$ cat src/rtl/s_div_pkg.sv
// rtl/s_div_pkg.sv - shared types and constants for the restoring divider
package s_div_pkg;
   localparam int S_DIV_BIT = 8;

   typedef enum logic {
      IDLE = 1'b0,
      CALC = 1'b1
   } s_div_state_e;

   // Wide enough for any practical 2*BIT; the top slices what it needs.
   localparam logic [63:0] S_DIV_ONES = '1;
endpackage

$ cat src/rtl/s_div_step.sv
// rtl/s_div_step.sv - one combinational shift-subtract iteration of the divider
module s_div_step
   import s_div_pkg::*;
#(
   parameter int BIT = S_DIV_BIT
) (
   input  logic [BIT:0]     r_i,
   input  logic [2*BIT-1:0] q_i,
   input  logic [BIT-1:0]   d_i,
   output logic [BIT:0]     r_o,
   output logic [2*BIT-1:0] q_o
);
   logic [BIT:0]   rs;
   logic [BIT+1:0] t;
   logic           unused_r_msb;

   // The partial remainder's top bit is shifted out each iteration.
   assign rs           = {r_i[BIT-1:0], q_i[2*BIT-1]};
   assign t            = {1'b0, rs} - {2'b00, d_i};
   assign unused_r_msb = r_i[BIT];

   always_comb begin
      r_o = rs;
      q_o = {q_i[2*BIT-2:0], 1'b0};
      if (!t[BIT+1]) begin
         r_o    = t[BIT:0];
         q_o[0] = 1'b1;
      end
   end
endmodule

$ cat src/rtl/s_divider.sv
// rtl/s_divider.sv - sequential restoring divider, one quotient bit per clock
// Optional S_DIV_DIV0_EN: zero divisor finishes immediately and raises div0.
module s_divider
   import s_div_pkg::*;
#(
   parameter int BIT   = S_DIV_BIT,
   parameter int CNT_W = $clog2(2*BIT+1)
) (
   input  logic             clk,
   input  logic             rst,
   input  logic             start,
   input  logic [2*BIT-1:0] dividend,
   input  logic [BIT-1:0]   divisor,
   output logic             busy,
   output logic             done,
   output logic [2*BIT-1:0] quotient,
`ifdef S_DIV_DIV0_EN
   output logic [BIT-1:0]   remainder,
   output logic             div0
`else
   output logic [BIT-1:0]   remainder
`endif
);
   localparam logic [2*BIT-1:0] Q_ONES   = S_DIV_ONES[2*BIT-1:0];
   localparam logic [CNT_W-1:0] CNT_INIT = CNT_W'(2*BIT);
   localparam logic [CNT_W-1:0] CNT_LAST = CNT_W'(1);

   s_div_state_e     state_q;
   logic [CNT_W-1:0] cnt_q;
   logic [BIT:0]     r_q, r_d;
   logic [2*BIT-1:0] q_q, q_d;
   logic [BIT-1:0]   d_q;
   logic             busy_q, done_q;
   logic [2*BIT-1:0] quot_q;
   logic [BIT-1:0]   rem_q;
   logic             div0_q;

   s_div_step #(.BIT(BIT)) u_step (
      .r_i (r_q),
      .q_i (q_q),
      .d_i (d_q),
      .r_o (r_d),
      .q_o (q_d)
   );

   always_ff @(posedge clk) begin
      if (rst) begin
         state_q <= IDLE;
         cnt_q   <= '0;
         r_q     <= '0;
         q_q     <= '0;
         d_q     <= '0;
         busy_q  <= 1'b0;
         done_q  <= 1'b0;
         quot_q  <= '0;
         rem_q   <= '0;
         div0_q  <= 1'b0;
      end else begin
         done_q <= 1'b0;
         case (state_q)
            IDLE: begin
               if (start) begin
`ifdef S_DIV_DIV0_EN
                  if (divisor == '0) begin
                     quot_q <= Q_ONES;
                     rem_q  <= dividend[BIT-1:0];
                     div0_q <= 1'b1;
                     done_q <= 1'b1;
                  end else begin
                     q_q     <= dividend;
                     r_q     <= '0;
                     d_q     <= divisor;
                     cnt_q   <= CNT_INIT;
                     busy_q  <= 1'b1;
                     div0_q  <= 1'b0;
                     state_q <= CALC;
                  end
`else
                  q_q     <= dividend;
                  r_q     <= '0;
                  d_q     <= divisor;
                  cnt_q   <= CNT_INIT;
                  busy_q  <= 1'b1;
                  state_q <= CALC;
`endif
               end
            end
            CALC: begin
               r_q   <= r_d;
               q_q   <= q_d;
               cnt_q <= cnt_q - 1'b1;
               if (cnt_q == CNT_LAST) begin
                  quot_q  <= q_d;
                  rem_q   <= r_d[BIT-1:0];
                  busy_q  <= 1'b0;
                  done_q  <= 1'b1;
                  state_q <= IDLE;
               end
            end
            default: state_q <= IDLE;
         endcase
      end
   end

   assign busy      = busy_q;
   assign done      = done_q;
   assign quotient  = quot_q;
   assign remainder = rem_q;
`ifdef S_DIV_DIV0_EN
   assign div0      = div0_q;
`else
   logic unused_div0;
   assign unused_div0 = div0_q;
`endif
endmodule

$ cat config.mk
export PLATFORM = sky130hd
export DESIGN_NAME = s_divider
export DESIGN_NICKNAME = d
export VERILOG_FILES = /design/src/rtl/s_div_pkg.sv /design/src/rtl/s_div_step.sv /design/src/rtl/s_divider.sv
export SDC_FILE = /design/constraint.sdc
export NUM_CORES = 1
export LEC_CHECK = 0
export ABC_AREA = 1
export BUFFER_PORTS_ARGS = -buffer_cell sky130_fd_sc_hd__clkbuf_2
export CAP_MARGIN = 40
export CORE_MARGIN = 4
export CORE_UTILIZATION = 53
export CTS_BUF_LIST = sky130_fd_sc_hd__clkbuf_4
export DETAILED_ROUTE_END_ITERATION = 8
export GPL_TIMING_DRIVEN = 0
export HOLD_SLACK_MARGIN = 0.02
export PLACE_DENSITY = 0.78
export SYNTH_ARGS = -nofsm -noshare
export SYNTH_HDL_FRONTEND = slang
export SYNTH_HIERARCHICAL = 1
export SYNTH_SLANG_ARGS = --single-unit
$ cat constraint.sdc
create_clock -name clk -period 1.9 [get_ports clk]
set_input_delay 0.38 -clock clk [delete_from_list [all_inputs] [get_ports clk]]
set_output_delay 0.38 -clock clk [all_outputs]
set_load 0.01 [all_outputs]
### Yosys cells after proc, flatten, opt, wreduce, memory -nomap -nowiden

Cells that the tools add are included.

* word-level logic and storage cells: 34
* latch bits: 0
* bits in writable memories: 0
* bits in read-only memories: 0
* flip-flop bits (word level): 64
* output and inout port bits: 26
* memories: 0

* bitwise logic cells: 1
* reductions and logical operators: 4
* shift operators: 0
* multiplexer cells: 15
* multipliers: 0
* add/sub/neg operators: 2
* divide/modulo/power cells: 0
* equality and inequality tests: 3
* magnitude comparators: 0

Operator list (number)
* 16-bit case mux with 2 select lines: 1
* 16-bit two-way mux: 1
* 8-bit two-way mux: 2
* 8-bit case mux with 2 select lines: 1
* 5-bit case mux with 2 select lines: 1
* 9-bit by 8-bit subtractor with 10-bit output: 1
* 1-bit two-way mux: 6
* 2-bit AND reduction: 3
* 5-bit by 1-bit == test with 1-bit output, second input constant: 1
* 5-bit two-way mux: 1
* 5-bit by 1-bit subtractor with 5-bit output, second input constant: 1
* 1-bit case mux with 2 select lines: 2
* 2-bit by 1-bit inequality test with 1-bit output, second input constant: 1
* 2-bit inequality test, second input constant: 1
* 2-bit OR reduction: 1
* 1-bit NOT: 1

### Depth between registers and ports, before layout

Gate-level depths: netlist of run 1.

* depth after elaboration: 3
* mapped depth: 13
* mapped depth without buffers: 12

### Modules after synthesis

The synthesis of run 1 kept the hierarchy.

Modules (own cells, without submodules)
* s_divider: times used 1, area an instance 2551.2 um2, cells each 349
* s_div_step: times used 1, area an instance 790.8 um2, cells each 140

### Least setup slack after synthesis of run 1

Ideal clock, no wire load.

* kind: flip-flop to flip-flop
* start: reg q_q[15]
* end: reg r_q[4]
* cell stages (with the launch flop): 11
* buffers on the path: 0
* data arrival time: 1.667 ns
* library setup time: 0.070 ns
* slack: 0.162 ns
* cell sequence: dfxtp_1 -> inv_1 -> ha_1 -> fa_1 -> o21ai_0 -> nand2_1 -> xnor2_1 -> nand2_1 -> nand2_1 -> nand2_1 -> a21oi_1

* cells in the longest elaborated chain, start to end: 3

Ends and longest elaborated chain
* from (decl): RTL line s_divider.sv:31 `logic [2*BIT-1:0] q_q, q_d;`
* from (signal assigned): RTL line s_divider.sv:79 `q_q <= dividend;`
* from (signal assigned): RTL line s_divider.sv:90 `q_q <= q_d;`
* 9-bit by 8-bit subtractor with 10-bit output: RTL line s_div_step.sv:19 `assign t = {1'b0, rs} - {2'b00, d_i};`
* 8-bit two-way mux: RTL line s_div_step.sv:25 `if (!t[BIT+1]) begin`
* named net r_d[4]: RTL line s_divider.sv:30 `logic [BIT:0] r_q, r_d;`
* 8-bit case mux with 2 select lines: RTL line s_divider.sv:60 `case (state_q)`
* to (signal assigned): RTL line s_divider.sv:89 `r_q <= r_d;`
* to (decl): RTL line s_divider.sv:30

The timed path passes the listed nets, and every way through them passes these cells.
A chain may end at the register's enable or synchronous reset.

### Worst setup path in the final report of run 1

* start: reg d_q[6]
* end: reg r_q[1]

* cells in the longest elaborated chain, start to end: 3

Ends and longest elaborated chain
* from (decl): RTL line s_divider.sv:32 `logic [BIT-1:0] d_q;`
* from (signal assigned): RTL line s_divider.sv:81 `d_q <= divisor;`
* 9-bit by 8-bit subtractor with 10-bit output: RTL line s_div_step.sv:19
* 8-bit two-way mux: RTL line s_div_step.sv:25
* named net r_d[1]: RTL line s_divider.sv:30
* 8-bit case mux with 2 select lines: RTL line s_divider.sv:60

The timed path passes the listed nets, and every way through them passes these cells.

==> impl_metrics.env, run 1 <==
export IMPL_status="completed"
export IMPL_drive_above_1_share=0.260
export IMPL_final_setup_tns_ns=0
export IMPL_gr_usage_met3=0.0561
export IMPL_start_kind="flip-flop"
export IMPL_syn_avg_cell_area_um2=6.89
export IMPL_worstPathMaxFanout=6
export IMPL_routed_wl_um=7880
export IMPL_timing_fmax_mhz=541
export IMPL_die_x_um=86.4
export IMPL_dieArea_um2=7460
export IMPL_clock_skew_ns=0.0145
export IMPL_cts_buffers=9
export IMPL_hold_viol_final=0
export IMPL_wl_per_cell_um=12.7
export IMPL_grt_use_met2=0.357
export IMPL_final_cells=621
export IMPL_cts_path_max_buffers=2
export IMPL_dr_pass1_iters=5
export IMPL_gp_congestion=0.844
export IMPL_rows=28
export IMPL_netlist_area_um2=3260
export IMPL_yosys_warnings=6
export IMPL_fin_ws_ns=0.0511
export IMPL_die_y_um=86.4
export IMPL_preCtsSetupSlack_ns=-0.0259
export IMPL_drt_iter0_drc=150
export IMPL_cts_sinks=64
export IMPL_hp_class="input pin to flip-flop"
export IMPL_crit_type="flip-flop to flip-flop"
export IMPL_antenna_found_initial=0
export IMPL_start_util=0.547
export IMPL_utilization=0.659
export IMPL_hpwl_um=5590
export IMPL_post_place_cells=599
export IMPL_cts_max_level=3
export IMPL_relSlewSlack=0.656
export IMPL_cts_tree="done"
export IMPL_root_buffer="clkbuf_4"
export IMPL_path_clk_slew_ns=0.10
export IMPL_hold_buffers=0
export IMPL_grt_max_degree=12
export IMPL_finalCriticalPeriod_ns=1.85
export IMPL_clk_latency_ns=0.40
export IMPL_grt_use_total=0.211
export IMPL_power_density_nw_per_um2=870
export IMPL_use_met1=0.269
export IMPL_avgViaCountPerCell=5.06
export IMPL_synth_cells=473
export IMPL_synth_fp_nets=511
export IMPL_diodes=0
export IMPL_drc_errors=0
export IMPL_peakVddDrop_mv=0.569
export IMPL_leakage_uw=0.00201
export IMPL_required_ns=2.22
export IMPL_gr_total_overflow=0
export IMPL_grt_pass1_vias=2869
export IMPL_worstPathArrival_ns=2.17
export IMPL_num_vias=3142
export IMPL_grt_busiest_layer="met2"
export IMPL_layout_commonest_cell="nand2_1"
export IMPL_io_buffers=51
export IMPL_drv_slew=0
export IMPL_io_pins=53
export IMPL_setup_violations=0
export IMPL_most_common_layout_cells="nand2_1, nand3_1, dfxtp_1, clkbuf_2, inv_1"
export IMPL_grt_pass1_wl_um=12600
export IMPL_core_um2=5960
export IMPL_num_nets_final=579
export IMPL_syn2layout_area_growth_pct=20.5
export IMPL_maxCapViolations=0
export IMPL_endpoint_kind="flip-flop"
export IMPL_ant_nets=0
export IMPL_finalCritPeriodShare=0.973
export IMPL_worstMarginPinSlew_ns=0.516
-- worst max-delay path: stages, from the launching register on --
cell and delay, ns:
dfxtp_1 0.35, inv_2 0.07, ha_4 0.23, nand2_1 0.06, nand2_1 0.13, a21oi_4 0.24, nand3_4 0.15, clkbuf_16 0.19
o21ai_2 0.15, nand2_1 0.07, a21oi_1 0.13
-- routing by layer --
layer / up-vias / share of wire / wire length (um)
met4: 0 / 0.010 / 80
met3: 9 / 0.049 / 385
met2: 77 / 0.50 / 3960
met5: - / 0 / 0
li1: 1609 / - / -
met1: 1447 / 0.44 / 3450
-- flip-flops by register name (all words and copies together) (netlist names) --
name	flops
q_q	16
quotient	16
d_q	8
r_q	8
remainder	8
cnt_q	5
busy	1
done	1
state_q	1
-- metrics by stage --
stage                     power (uW)  area (um2)  hold WS (ns)
after floorplan                 2180        3260         0.439
after global placement          2360        3610         0.450
after detailed placement        2380        3610         0.459
after CTS                       3140        3730         0.219
after global routing            3630        3920         0.211
final                           3410        3920         0.233
-- final cells by class --
type | instances | area (um2)
Buffer | 36 | 240
Clock buffer | 10 | 75.1
Clock inverter | 6 | 36.3
Fill cell | 544 | 2030
Inverter | 54 | 203
Multi-Input combinational cell | 319 | 1670
Sequential cell | 64 | 1290
Tap cell | 75 | 93.8
Timing Repair Buffer | 57 | 318
-- what timing repair did --
action | in CTS | in global routing
pin swaps | 0 | 5
resized for setup | 3 | 31
buffers inserted | 0 | 5
gates cloned | 0 | 1
endpoints found under the setup margin | 5 | 17
-- final timing paths --
check	depth (start not counted)	end	start	slack, ns
max	10	r_q[1]	d_q[6]	0.05
min	3	d_q[5]	divisor[5]	0.23
max reg2reg	10	r_q[1]	d_q[6]	0.05
min reg2reg	2	quotient[5]	quotient[5]	0.48
-- report_power, final --
group          internal, uW  switching (uW)
registers              1420            59.2
clock network           275             492
logic                   524             644
Power figures use the tool's default switching activity.
==> run 2: changes to the inputs <==
--- a/config.mk
+++ b/config.mk
@@ -8,6 +8,7 @@
 export ABC_AREA = 1
 export BUFFER_PORTS_ARGS = -buffer_cell sky130_fd_sc_hd__clkbuf_2
 export CAP_MARGIN = 40
+export CORE_ASPECT_RATIO = 1.2
 export CORE_MARGIN = 4
 export CORE_UTILIZATION = 53
 export CTS_BUF_LIST = sky130_fd_sc_hd__clkbuf_4
==> run 2 against run 1 <==
Effect of this change:
- critical path type unchanged
- hold slack hardly changed
- critical endpoint is now r_q[3]
- total power is 2.7% higher
- maximum frequency is 0.12% higher
- largest cell class unchanged
- sequential power hardly changed
- core utilization is 0.47 points lower
- wire length is 1.5% higher
- sequential share of layout area is 0.17 points lower
- critical path depth is 1 lower
- via count is 0.45% higher
==> impl_metrics.env, run 2 (synthesis gave the netlist of run 1 again) <==
export IMPL_place_area_um2=3610
export IMPL_grt_max_degree=12
export IMPL_io_buffers=51
export IMPL_drv_slew=0
export IMPL_clock_skew_ns=0.0117
export IMPL_num_nets_final=578
export IMPL_leakage_uw=0.00202
export IMPL_drt_iter0_drc=220
export IMPL_switchingPower_uw=1200
export IMPL_die_x_um=79.6
export IMPL_start_kind="flip-flop"
export IMPL_grt_pass1_wl_um=12700
export IMPL_r2r_setup_slack_ns=0.05
export IMPL_grt_pass1_vias=2905
export IMPL_clkPwrFrac=0.251
export IMPL_core_um2=6010
export IMPL_crit_slowest_cell="dfxtp_1"
export IMPL_rows=31
export IMPL_timing_fmax_mhz=542
export IMPL_most_common_layout_cells="nand2_1, nand3_1, dfxtp_1, clkbuf_2, inv_1"
export IMPL_worstMarginPinSlew_ns=0.500
export IMPL_diodes=0
export IMPL_drc_errors=0
export IMPL_switching_share=0.341
export IMPL_cts_sinks=64
export IMPL_finalInstanceArea_um2=3930
export IMPL_cp_top_family="compound AO/OA/AOI/OAI gates"
export IMPL_cts_buffers=9
export IMPL_num_vias=3156
export IMPL_path_clk_slew_ns=0.10
export IMPL_gr_total_overflow=0
export IMPL_setup_violations=0
export IMPL_hpwl_um=5840
export IMPL_power_density_nw_per_um2=891
export IMPL_peakVddDrop_mv=0.463
export IMPL_ant_nets=0
export IMPL_fin_ws_ns=0.0534
export IMPL_dieArea_um2=7470
export IMPL_io_pins=53
export IMPL_seqPwrFrac=0.422
export IMPL_maxCapViolations=0
export IMPL_preCtsSetupSlack_ns=-0.0178
export IMPL_wl_per_cell_um=12.8
export IMPL_cpMostUsedCell="nand2_1"
export IMPL_required_ns=2.23
export IMPL_finalCritPeriodShare=0.972
export IMPL_hp_class="input pin to flip-flop"
export IMPL_slowest_delay_ns=0.45
export IMPL_cts_tree="done"
export IMPL_timing_rr_start="r_q[5]"
export IMPL_worstPathArrival_ns=2.18
export IMPL_gp_congestion=0.880
export IMPL_die_y_um=93.9
export IMPL_cts_max_level=3
export IMPL_status="completed"
export IMPL_routed_wl_um=8000
export IMPL_worstHoldStart="divisor[4]"
export IMPL_antenna_found_initial=0
export IMPL_startpoint="r_q[5]"
export IMPL_relSlewSlack=0.666
export IMPL_final_setup_tns_ns=0
export IMPL_syn2layout_area_growth_pct=20.7
export IMPL_dr_pass1_iters=4
export IMPL_grt_use_total=0.217
export IMPL_finalCriticalPeriod_ns=1.85
export IMPL_path_cells="ha_4, nand2_1, nand2_1, a21oi_4, nand3_4, clkbuf_16, o21ai_2, nand2_1, a21oi_1"
export IMPL_worstPathMaxFanout=5
export IMPL_avgViaCountPerCell=5.04
export IMPL_cts_path_max_buffers=2
export IMPL_drive_above_1_share=0.252
export IMPL_hold_buffers=0
export IMPL_p_int_uw=2310
export IMPL_layout_commonest_cell="nand2_1"
export IMPL_combPwrFrac=0.326
export IMPL_root_buffer="clkbuf_4"
export IMPL_crit_type="flip-flop to flip-flop"
export IMPL_clk_latency_ns=0.41
export IMPL_cp_num_buf_inv=1
export IMPL_hold_viol_final=0
export IMPL_endpoint_kind="flip-flop"
export IMPL_start_util=0.542
run 2: area by class of cell:
class,count,area (um2)
clock buffer,9,67.6
sequential,64,1290
buffer,36,240
timing repair buffer,56,310
clock inverter,6,61.3
fill,562,2080
tap,82,103
inverter,54,203
multi-input combinational,319,1660
run 2: repair_timing:
item                                    in CTS  in global routing
endpoints found under the setup margin       5                 17
gates cloned                                 0                  1
buffers inserted                             1                  3
resized for setup                            2                 26
pin swaps                                    1                  3
run 2: through the flow:
stage / hold WS (ns) / instances / total power [uW] / util
6_report: 0.233 / 626 / 3510 / 0.654
5_1_grt: 0.232 / 626 / 3710 / 0.654
4_1_cts: 0.209 / 622 / 3290 / 0.626
3_5_place_dp: 0.462 / 606 / 2390 / 0.601
3_3_place_gp: 0.453 / 606 / 2360 / 0.601
2_1_floorplan: 0.439 / 473 / 2180 / -
run 2: tightest hold or removal path, cell delays in order:
cell and delay, ns:
clkbuf_2 0.07, o21ai_0 0.07, nor2_1 0.08
run 2: power groups by stage:
stage | Sequential, uW | Clock [uW] | Combinational, uW
after floorplan | 1490 | 0 | 687
after global placement | 1500 | 0 | 860
after detailed placement | 1500 | 0 | 890
after CTS | 1470 | 903 | 914
after global routing | 1490 | 962 | 1260
final | 1480 | 881 | 1140
run 2: path summary, 6_finish.rpt:
check            endpoint  cells after the start
min reg2reg  remainder[2]                      2
max reg2reg        r_q[3]                      9
max                r_q[3]                      9
min                d_q[4]                      3
run 2: layer usage:
metal | part of all wire | vias up | track usage
met4 | 0.027 | 0 | 0.110
met2 | 0.51 | 83 | 0.360
met5 | 0 | - | 0
met3 | 0.039 | 18 | 0.0384
met1 | 0.42 | 1461 | 0.266
li1 | - | 1594 | -
